--- src/rtl/key_param_ctrl_pkg.sv ---
// key_pkg: shared state encoding and timing constants for the key parameter editor.
// Latency: n/a (types and constants only).
// Backpressure: n/a.
package key_pkg;

  // Edit FSM states
  typedef enum logic [1:0] {
    ST_RUN    = 2'd0,
    ST_EDIT   = 2'd1,
    ST_COMMIT = 2'd2
  } state_t;

  // Core clock frequency the default timeout is derived from
  localparam int unsigned CLK_HZ          = 100_000_000;
  localparam int unsigned TIMEOUT_SEC     = 5;
  localparam int unsigned TIMEOUT_CYC_DEF = CLK_HZ * TIMEOUT_SEC;

endpackage

--- src/rtl/key_param_step.sv ---
// key_param_step: one increment/decrement by STEP with saturate or wrap at the limits.
// Latency: combinational.
// Backpressure: none; en_i=0 passes value_i through unchanged.
// Ports: value_i current value, dir_i 0=up 1=down, en_i apply step, result_o next value.
module key_param_step #(
  parameter int W       = 8,
  parameter int VAL_MIN = 0,
  parameter int VAL_MAX = 255,
  parameter int STEP    = 1,
  parameter int WRAP    = 0
) (
  input  logic [W-1:0] value_i,
  input  logic         dir_i,
  input  logic         en_i,
  output logic [W-1:0] result_o
);

  // One extra bit of headroom so limit checks never alias through modular overflow
  localparam logic [W:0] MIN_X  = (W+1)'(VAL_MIN);
  localparam logic [W:0] MAX_X  = (W+1)'(VAL_MAX);
  localparam logic [W:0] STEP_X = (W+1)'(STEP);
  localparam logic [W:0] DEC_LO = MIN_X + STEP_X;

  logic [W:0] val_x;
  logic [W:0] sum_x;
  logic [W:0] diff_x;

  assign val_x = {1'b0, value_i};

  always_comb begin
    result_o = value_i;
    sum_x    = val_x + STEP_X;
    diff_x   = val_x - STEP_X;
    if (en_i) begin
      if (!dir_i) begin
        if (sum_x > MAX_X) result_o = (WRAP != 0) ? MIN_X[W-1:0] : MAX_X[W-1:0];
        else               result_o = sum_x[W-1:0];
      end else begin
        // value < MIN+STEP means the subtraction would land below MIN
        if (val_x < DEC_LO) result_o = (WRAP != 0) ? MAX_X[W-1:0] : MIN_X[W-1:0];
        else                result_o = diff_x[W-1:0];
      end
    end
  end

endmodule

--- src/rtl/key_param_ctrl.sv ---
// key_param_ctrl: key-driven edit of a config value, committed downstream on exit; idle timeout aborts.
// Latency: key pulse to edit_val/state 1 cycle; k0 to cfg_valid 1 cycle.
// Backpressure: holds cfg_valid/cfg_data until cfg_ready; keys dropped while waiting.
// Ports: clk, rst_n (async low); k0/k1/k2 key pulses; cfg_ready/cfg_valid/cfg_data commit
//        handshake; cur_val committed value; edit_val shadow value; editing; timeout_evt pulse.
module key_param_ctrl
  import key_pkg::*;
#(
  parameter int          W           = 8,
  parameter int          VAL_MIN     = 0,
  parameter int          VAL_MAX     = 255,
  parameter int          VAL_INIT    = 0,
  parameter int          STEP        = 1,
  parameter int          WRAP        = 0,
  parameter int unsigned TIMEOUT_CYC = TIMEOUT_CYC_DEF
) (
  input  logic         clk,
  input  logic         rst_n,
  input  logic         k0,
  input  logic         k1,
  input  logic         k2,
  input  logic         cfg_ready,
  output logic         cfg_valid,
  output logic [W-1:0] cfg_data,
  output logic [W-1:0] cur_val,
  output logic [W-1:0] edit_val,
  output logic         editing,
  output logic         timeout_evt
);

  localparam int             CW       = $clog2(TIMEOUT_CYC + 1);
  localparam logic [CW-1:0]  CNT_LAST = CW'(TIMEOUT_CYC - 1);
  localparam logic [W-1:0]   INIT_V   = W'(VAL_INIT);

  state_t        state_q, state_d;
  logic [W-1:0]  edit_q, edit_d;
  logic [W-1:0]  cur_q, cur_d;
  logic [W-1:0]  data_q, data_d;
  logic [CW-1:0] cnt_q, cnt_d;
  logic          tevt_q, tevt_d;

  logic          step_en, step_dir;
  logic [W-1:0]  step_val;

  key_param_step #(
    .W(W), .VAL_MIN(VAL_MIN), .VAL_MAX(VAL_MAX), .STEP(STEP), .WRAP(WRAP)
  ) u_step (
    .value_i  (edit_q),
    .dir_i    (step_dir),
    .en_i     (step_en),
    .result_o (step_val)
  );

  always_comb begin
    state_d  = state_q;
    edit_d   = edit_q;
    cur_d    = cur_q;
    data_d   = data_q;
    cnt_d    = cnt_q;
    tevt_d   = 1'b0;
    step_en  = 1'b0;
    step_dir = 1'b0;
    case (state_q)
      ST_RUN: begin
        if (k0) begin
          state_d = ST_EDIT;
          edit_d  = cur_q;
          cnt_d   = '0;
        end
      end
      ST_EDIT: begin
        if (k0) begin
          cnt_d = '0;
          if (edit_q == cur_q) begin
            state_d = ST_RUN;
          end else begin
            state_d = ST_COMMIT;
            data_d  = edit_q;
          end
        end else if (k1 && k2) begin
          // Conflicting steps cancel, but still count as activity
          cnt_d = '0;
        end else if (k1 || k2) begin
          step_en  = 1'b1;
          step_dir = ~k1;
          edit_d   = step_val;
          cnt_d    = '0;
        end else if (cnt_q == CNT_LAST) begin
          state_d = ST_RUN;
          edit_d  = cur_q;
          tevt_d  = 1'b1;
          cnt_d   = '0;
        end else begin
          cnt_d = cnt_q + CW'(1);
        end
      end
      ST_COMMIT: begin
        if (cfg_ready) begin
          cur_d   = data_q;
          state_d = ST_RUN;
        end
      end
      default: state_d = ST_RUN;
    endcase
  end

  always_ff @(posedge clk or negedge rst_n) begin
    if (!rst_n) begin
      state_q <= ST_RUN;
      edit_q  <= INIT_V;
      cur_q   <= INIT_V;
      data_q  <= INIT_V;
      cnt_q   <= '0;
      tevt_q  <= 1'b0;
    end else begin
      state_q <= state_d;
      edit_q  <= edit_d;
      cur_q   <= cur_d;
      data_q  <= data_d;
      cnt_q   <= cnt_d;
      tevt_q  <= tevt_d;
    end
  end

  // Status outputs are decodes of the state register only
  assign cfg_valid   = (state_q == ST_COMMIT);
  assign editing     = (state_q == ST_EDIT);
  assign cfg_data    = data_q;
  assign cur_val     = cur_q;
  assign edit_val    = edit_q;
  assign timeout_evt = tevt_q;

endmodule

--- config.mk ---
export PLATFORM = sky130hd
export DESIGN_NAME = key_param_ctrl
export DESIGN_NICKNAME = d
export VERILOG_FILES = /design/src/rtl/key_param_ctrl_pkg.sv /design/src/rtl/key_param_step.sv /design/src/rtl/key_param_ctrl.sv
export SDC_FILE = /design/constraint.sdc
export NUM_CORES = 1
export LEC_CHECK = 0
export CAP_MARGIN = 30
export CORE_MARGIN = 10
export CORE_UTILIZATION = 50
export CTS_CLUSTER_DIAMETER = 120
export DETAILED_ROUTE_END_ITERATION = 10
export GPL_ROUTABILITY_DRIVEN = 0
export PLACE_DENSITY = 0.72
export RECOVER_POWER = 50
export SETUP_SLACK_MARGIN = 0.4
export SYNTH_ARGS = -nofsm -noshare
export SYNTH_HDL_FRONTEND = slang
export SYNTH_SLANG_ARGS = --single-unit
--- constraint.sdc ---
create_clock -name clk -period 3.38 [get_ports clk]
set_clock_uncertainty 0.2 [all_clocks]
set_input_delay 0.676 -clock clk [delete_from_list [all_inputs] [get_ports clk]]
set_output_delay 0.676 -clock clk [all_outputs]
set_load 0.02 [all_outputs]
# Word level (Yosys, flattened, before mapping)
# Cells that the tools add are included.
dict set report classes {
  addsub 3
  n_bitwise 2
  n_mux 37
  reduce_logical 9
  n_lt_le_gt_ge 2
  n_eq_ne 13
}
# op n
set ops {}
lappend ops {{$mux 29} 5}
lappend ops {{$mux 8} 9}
lappend ops {{$pmux 29 s2} 1}
lappend ops {{$add 29x1->29 const B} 1}
lappend ops {{$eq 29x29->1 const B} 1}
lappend ops {{$pmux 8 s2} 1}
lappend ops {{$mux 2} 7}
lappend ops {{$mux 1} 13}
lappend ops {{$add 8x1->9 const B} 1}
lappend ops {{$gt 9x8->1 const B} 1}
lappend ops {{$ne 3x3->1 const B} 3}
lappend ops {{$eq 8x8->1} 1}
lappend ops {{$lt 8x1->1 const B} 1}
lappend ops {{$ne 2x2->1 const B} 4}
lappend ops {{$sub 8x1->8 const B} 1}
lappend ops {{$pmux 2 s3} 1}
lappend ops {{$reduce_and 6->1} 1}
lappend ops {{$reduce_and 5->1} 1}
lappend ops {{$reduce_and 2->1} 2}
lappend ops {{$ne 3x1->1 const B} 1}
lappend ops {{$ne 3x2->1 const B} 1}
lappend ops {{$reduce_and 3->1} 1}
lappend ops {{$eq 2x1->1 const B} 1}
lappend ops {{$eq 2x2->1 const B} 1}
lappend ops {{5 further kinds} 6}
dict set report word_totals {
  elab_cells 72
  regBits 56
}

# Depth between registers and ports, before layout
dict set report depth {
  ltp_word 11
  ltp_mapped 9
  ltp_nobuf 8
}

# Cells and area by module
# Synthesis repeated with hierarchy kept, for this count alone.
dict set report unflattened {
  hier_cells 382
  hier_area_um2 3682.3
}
# mod seq_area_each_um2 area_each_um2 instances cells_per_inst
set by_module_without_submodules {}
lappend by_module_without_submodules {key_param_ctrl 1401.3 3029.2 1 281}
lappend by_module_without_submodules {key_param_step 0.0 653.1 1 101}

# Worst setup path after synthesis
# Ideal clock, no wire load.
dict set report synth_path {
  kind {register to register}
  startpoint {register edit_q[0] (netlist: edit_val[0])}
  endpoint {register edit_q[2] (netlist: edit_val[2])}
  stages_incl_launch_ff 10
  t_arrival_ps 2277
  required_time_ps 3058
  path_buffers 1
  setup_time_ps 122
  slack_ps 782
  path_cell_list {dfrtp_1 -> clkbuf_1 -> inv_1 -> ha_1 -> or3b_2 -> o21ai_1 -> nor3b_1 -> nor4_1 -> o41ai_1 -> a32o_1}
}
dict set report synth_via {
  elab_chain_cells 9
  elab_cells_between_ends 12
}
# element line_no
set synth_rtl {}
lappend synth_rtl {{start: declaration} key_param_ctrl.sv:36} ;# logic [W-1:0] edit_q, edit_d;
lappend synth_rtl {{start signal: assignment} key_param_ctrl.sv:117} ;# edit_q <= edit_d;
lappend synth_rtl {{$add 8x1->9} key_param_step.sv:32} ;# sum_x = val_x + STEP_X;
lappend synth_rtl {{$gt 9x8->1} key_param_step.sv:36} ;# if (sum_x > MAX_X) result_o = (WRAP != 0) ? MIN_X[W-1:0] : MAX_X[W-1:0];
lappend synth_rtl {{$mux 8} key_param_step.sv:36}
lappend synth_rtl {{$mux 8 *} key_param_step.sv:35} ;# if (!dir_i) begin
lappend synth_rtl {{$mux 8 *} key_param_step.sv:34} ;# if (en_i) begin
lappend synth_rtl {{$mux 8 *} key_param_ctrl.sv:83} ;# end else if (k1 || k2) begin
lappend synth_rtl {{$mux 8 *} key_param_ctrl.sv:80} ;# end else if (k1 && k2) begin
lappend synth_rtl {{$mux 8 *} key_param_ctrl.sv:72} ;# if (k0) begin
lappend synth_rtl {{$pmux 8 s2 *} key_param_ctrl.sv:63} ;# case (state_q)
# Every way passes the cells marked *; elsewhere a longest branch is shown, timed or not. The select of a mux whose other input is x is not followed.
# A chain may end at the register's enable or synchronous reset.

# Worst setup path after layout
# Ends and elaborated chain as after synthesis.

==> reports/results.ini <==
[floorplan]
start_util_pct=51.08
design.core.area_um2=6719
rows=30
ios=33
die_w_um=102.9
die_y_um=102.9
die-area_um2=10580

[placed_design]
place_inst=480
post-place-ws_ps=405.0
numPortBuffers=32
dp_hpwl_mm=5.962

[synthesis]
synth_top_area_share_pct=40.83
synth.ff_latch_count=56
avgSynthCellArea_um2=9.056
ys_warn_count=0
synth_cell_type_count=55
async_reset_ff_share_pct=100.0
ys_seq_area_share_pct=40.83
synth_top_family_by_area=simple AND/OR/NAND/NOR gates
synth_area_leaders=dfrtp_1 41%, o21ai_0 7.0%, mux2_2 5.9%
synth_common_cells=56 x dfrtp_1, 48 x o21ai_0, 39 x nand2_1
synth_flop_cell=dfrtp_1
synth.most_common_cell=dfrtp_1
syn-num-nets=392
syn-cell-area_um2=3432
synth_compound_area_share_pct=19.43
synthXorXnorAreaFrac_pct=4.338
yosys.area_share.adder_pct=2.552
synth_edf_count=0
netlist_instances=379
synthMuxAreaShare_pct=5.906
synth_top_area_cell=dfrtp_1
yosys.area_share.simple_pct=23.22

[drt]
wire_per_inst_um=17.13
wl_mm=8.361
drtIter0Drc=239
drt-pass1-iter-count=4
antenna_left=0
via_per_inst=6.072
route.detailed.drc=0
num_vias=2963

[power]
ir_drop_mv=0.3926
p_per_area_nw_per_um2=640.5
leakagePower_nw=1.683
power_mw=2.526

[sta]
maxSlewViolCount=0
relSlewSlack_pct=7.484
tightest_slew_ps=1388
setup_viol=0
finalHoldViolations=0
timing.final.ws_setup_ps=591.9
clock.fmax_ghz=0.3587
hold_ws_ps=329.2
rsz0062_at_grt=false
fin_crit_sh_pct=82.49
final.setup.tns_ps=0
period_needed_ps=2788

[global_routing]
grt_overflow=0
grt_pass1_vias=2771
grt_start_max_net_pins=57
grt_use_total_pct=16.00
grt_pass1_wl_mm=13.68
antenna_found_initial=0

[layout]
fin_nets=420
diodes=0
fin_cells=488
area_growth_pct=14.91
drive_gt1_share_pct=12.01

[worst_setup_path]
rrSetupSlack_ps=590
path_max_fanout=11
crit_required_ps=3410
critPathKind=flop to flop
worstSetupStartpointType=flop
end_kind=flop
worstPathArrival_ps=2810

[clocking]
clockRootBuffer=clkbuf_8
clk-insertion-delay-late_ps=320
cts_inserted_buffers=5
cts.sinks=56
htree_levels=2
post_cts_buffers=0
cts_max_path_buffers=2
cts_resized=0
cts_hold_buffers=0
path_clk_slew_ps=110
cts_tree=yes

[flow_run]
max-cap-violations=0

[worst_hold_path]
hold_path_class=flop to flop

[outcome]
status=finished clean

[power breakdown]
part	internal, mW	switching, mW
Combinational	0.526	0.638
Sequential	0.774	0.186
Clock	0.157	0.245
[routing by layer]
| metal | up-vias | global-route usage [%] | share of wire [%] |
|---|---|---|---|
| met4 | 0 | 4.813 | 1.1 |
| li1 | 1462 | - | - |
| met1 | 1425 | 21.86 | 48 |
| met3 | 9 | 3.016 | 5.0 |
| met2 | 67 | 25.12 | 46 |
| met5 | - | 0 | 0 |
[cells by family (layout without fill, tap and decap cells)]
kind of cell / Yosys count / in the layout
and+or+nand+nor: 137 / 137
muxes: 18 / 18
xor gates and xnor gates: 17 / 17
adders and majority gates: 7 / 7
AOI/OAI and AO/OA: 112 / 112
DFF: 56 / 56
buffers and inverters: 32 / 61
[per-stage QoR]
stage | instance area, um^2 | utilization [%]
2_1_floorplan | 3432 | -
3_3_place_gp | 3852 | 57.34
3_5_place_dp | 3852 | 57.34
4_1_cts | 3950 | 58.79
5_1_grt | 3944 | 58.70
6_report | 3944 | 58.70
[area by class of cell]
class	instances	area (um^2)
Tap cell	80	100.1
Clock inverter	3	28.78
Fill cell	577	2775
Timing Repair Buffer	42	400.4
Multi-Input combinational cell	291	1903
Clock buffer	5	68.82
Sequential cell	56	1401
Inverter	11	41.29
[worst max-delay path, cell delays in order (launching register included)]
cell	delay [ps]
dfrtp_1	550
inv_1	190
ha_1	240
or3b_2	520
o21ai_1	300
nor3b_1	90
nor4_1	200
o41ai_1	120
a32o_1	270
[placed cells by master, fill, tap and decap left out, drive strengths merged, types with 2 or more instances in the layout]
cell / count
dfrtp: 56
o21ai: 50
nand2: 39
clkdlybuf4s50: 29
a21oi: 23
mux2: 18
nor2: 16
nand3: 14
inv: 14
nand4: 14
xor2: 11
buf: 10
a31oi: 9
o31ai: 9
ha: 7
and4: 7
nor2b: 6
nor4: 6
xnor2: 6
or4: 6
clkbuf: 6
nand2b: 5
and3: 5
nor3: 4
nor4b: 3
a21o: 3
nor3b: 3
and2: 2
or2: 2
o41ai: 2
a22oi: 2
o221ai: 2
a211oi: 2
dlygate4sd3: 2
[worst paths after layout]
check                            startpoint          end  depth (start not counted)
worst min register to register     cnt_q[7]     cnt_q[7]                          1
max in group asynchronous             rst_n    cnt_q[17]                          2
worst max-delay path            edit_val[0]  edit_val[2]                          8
worst min-delay path               cnt_q[7]     cnt_q[7]                          1
worst max register to register  edit_val[0]  edit_val[2]                          8
min in group asynchronous             rst_n  edit_val[2]                          2
[sequential cells by signal, indices dropped and copies added (netlist names)]
register / flops
cnt_q: 29
cfg_data: 8
cur_val: 8
edit_val: 8
state_q: 2
timeout_evt: 1
Note: power is estimated with default switching activity, not from simulation.
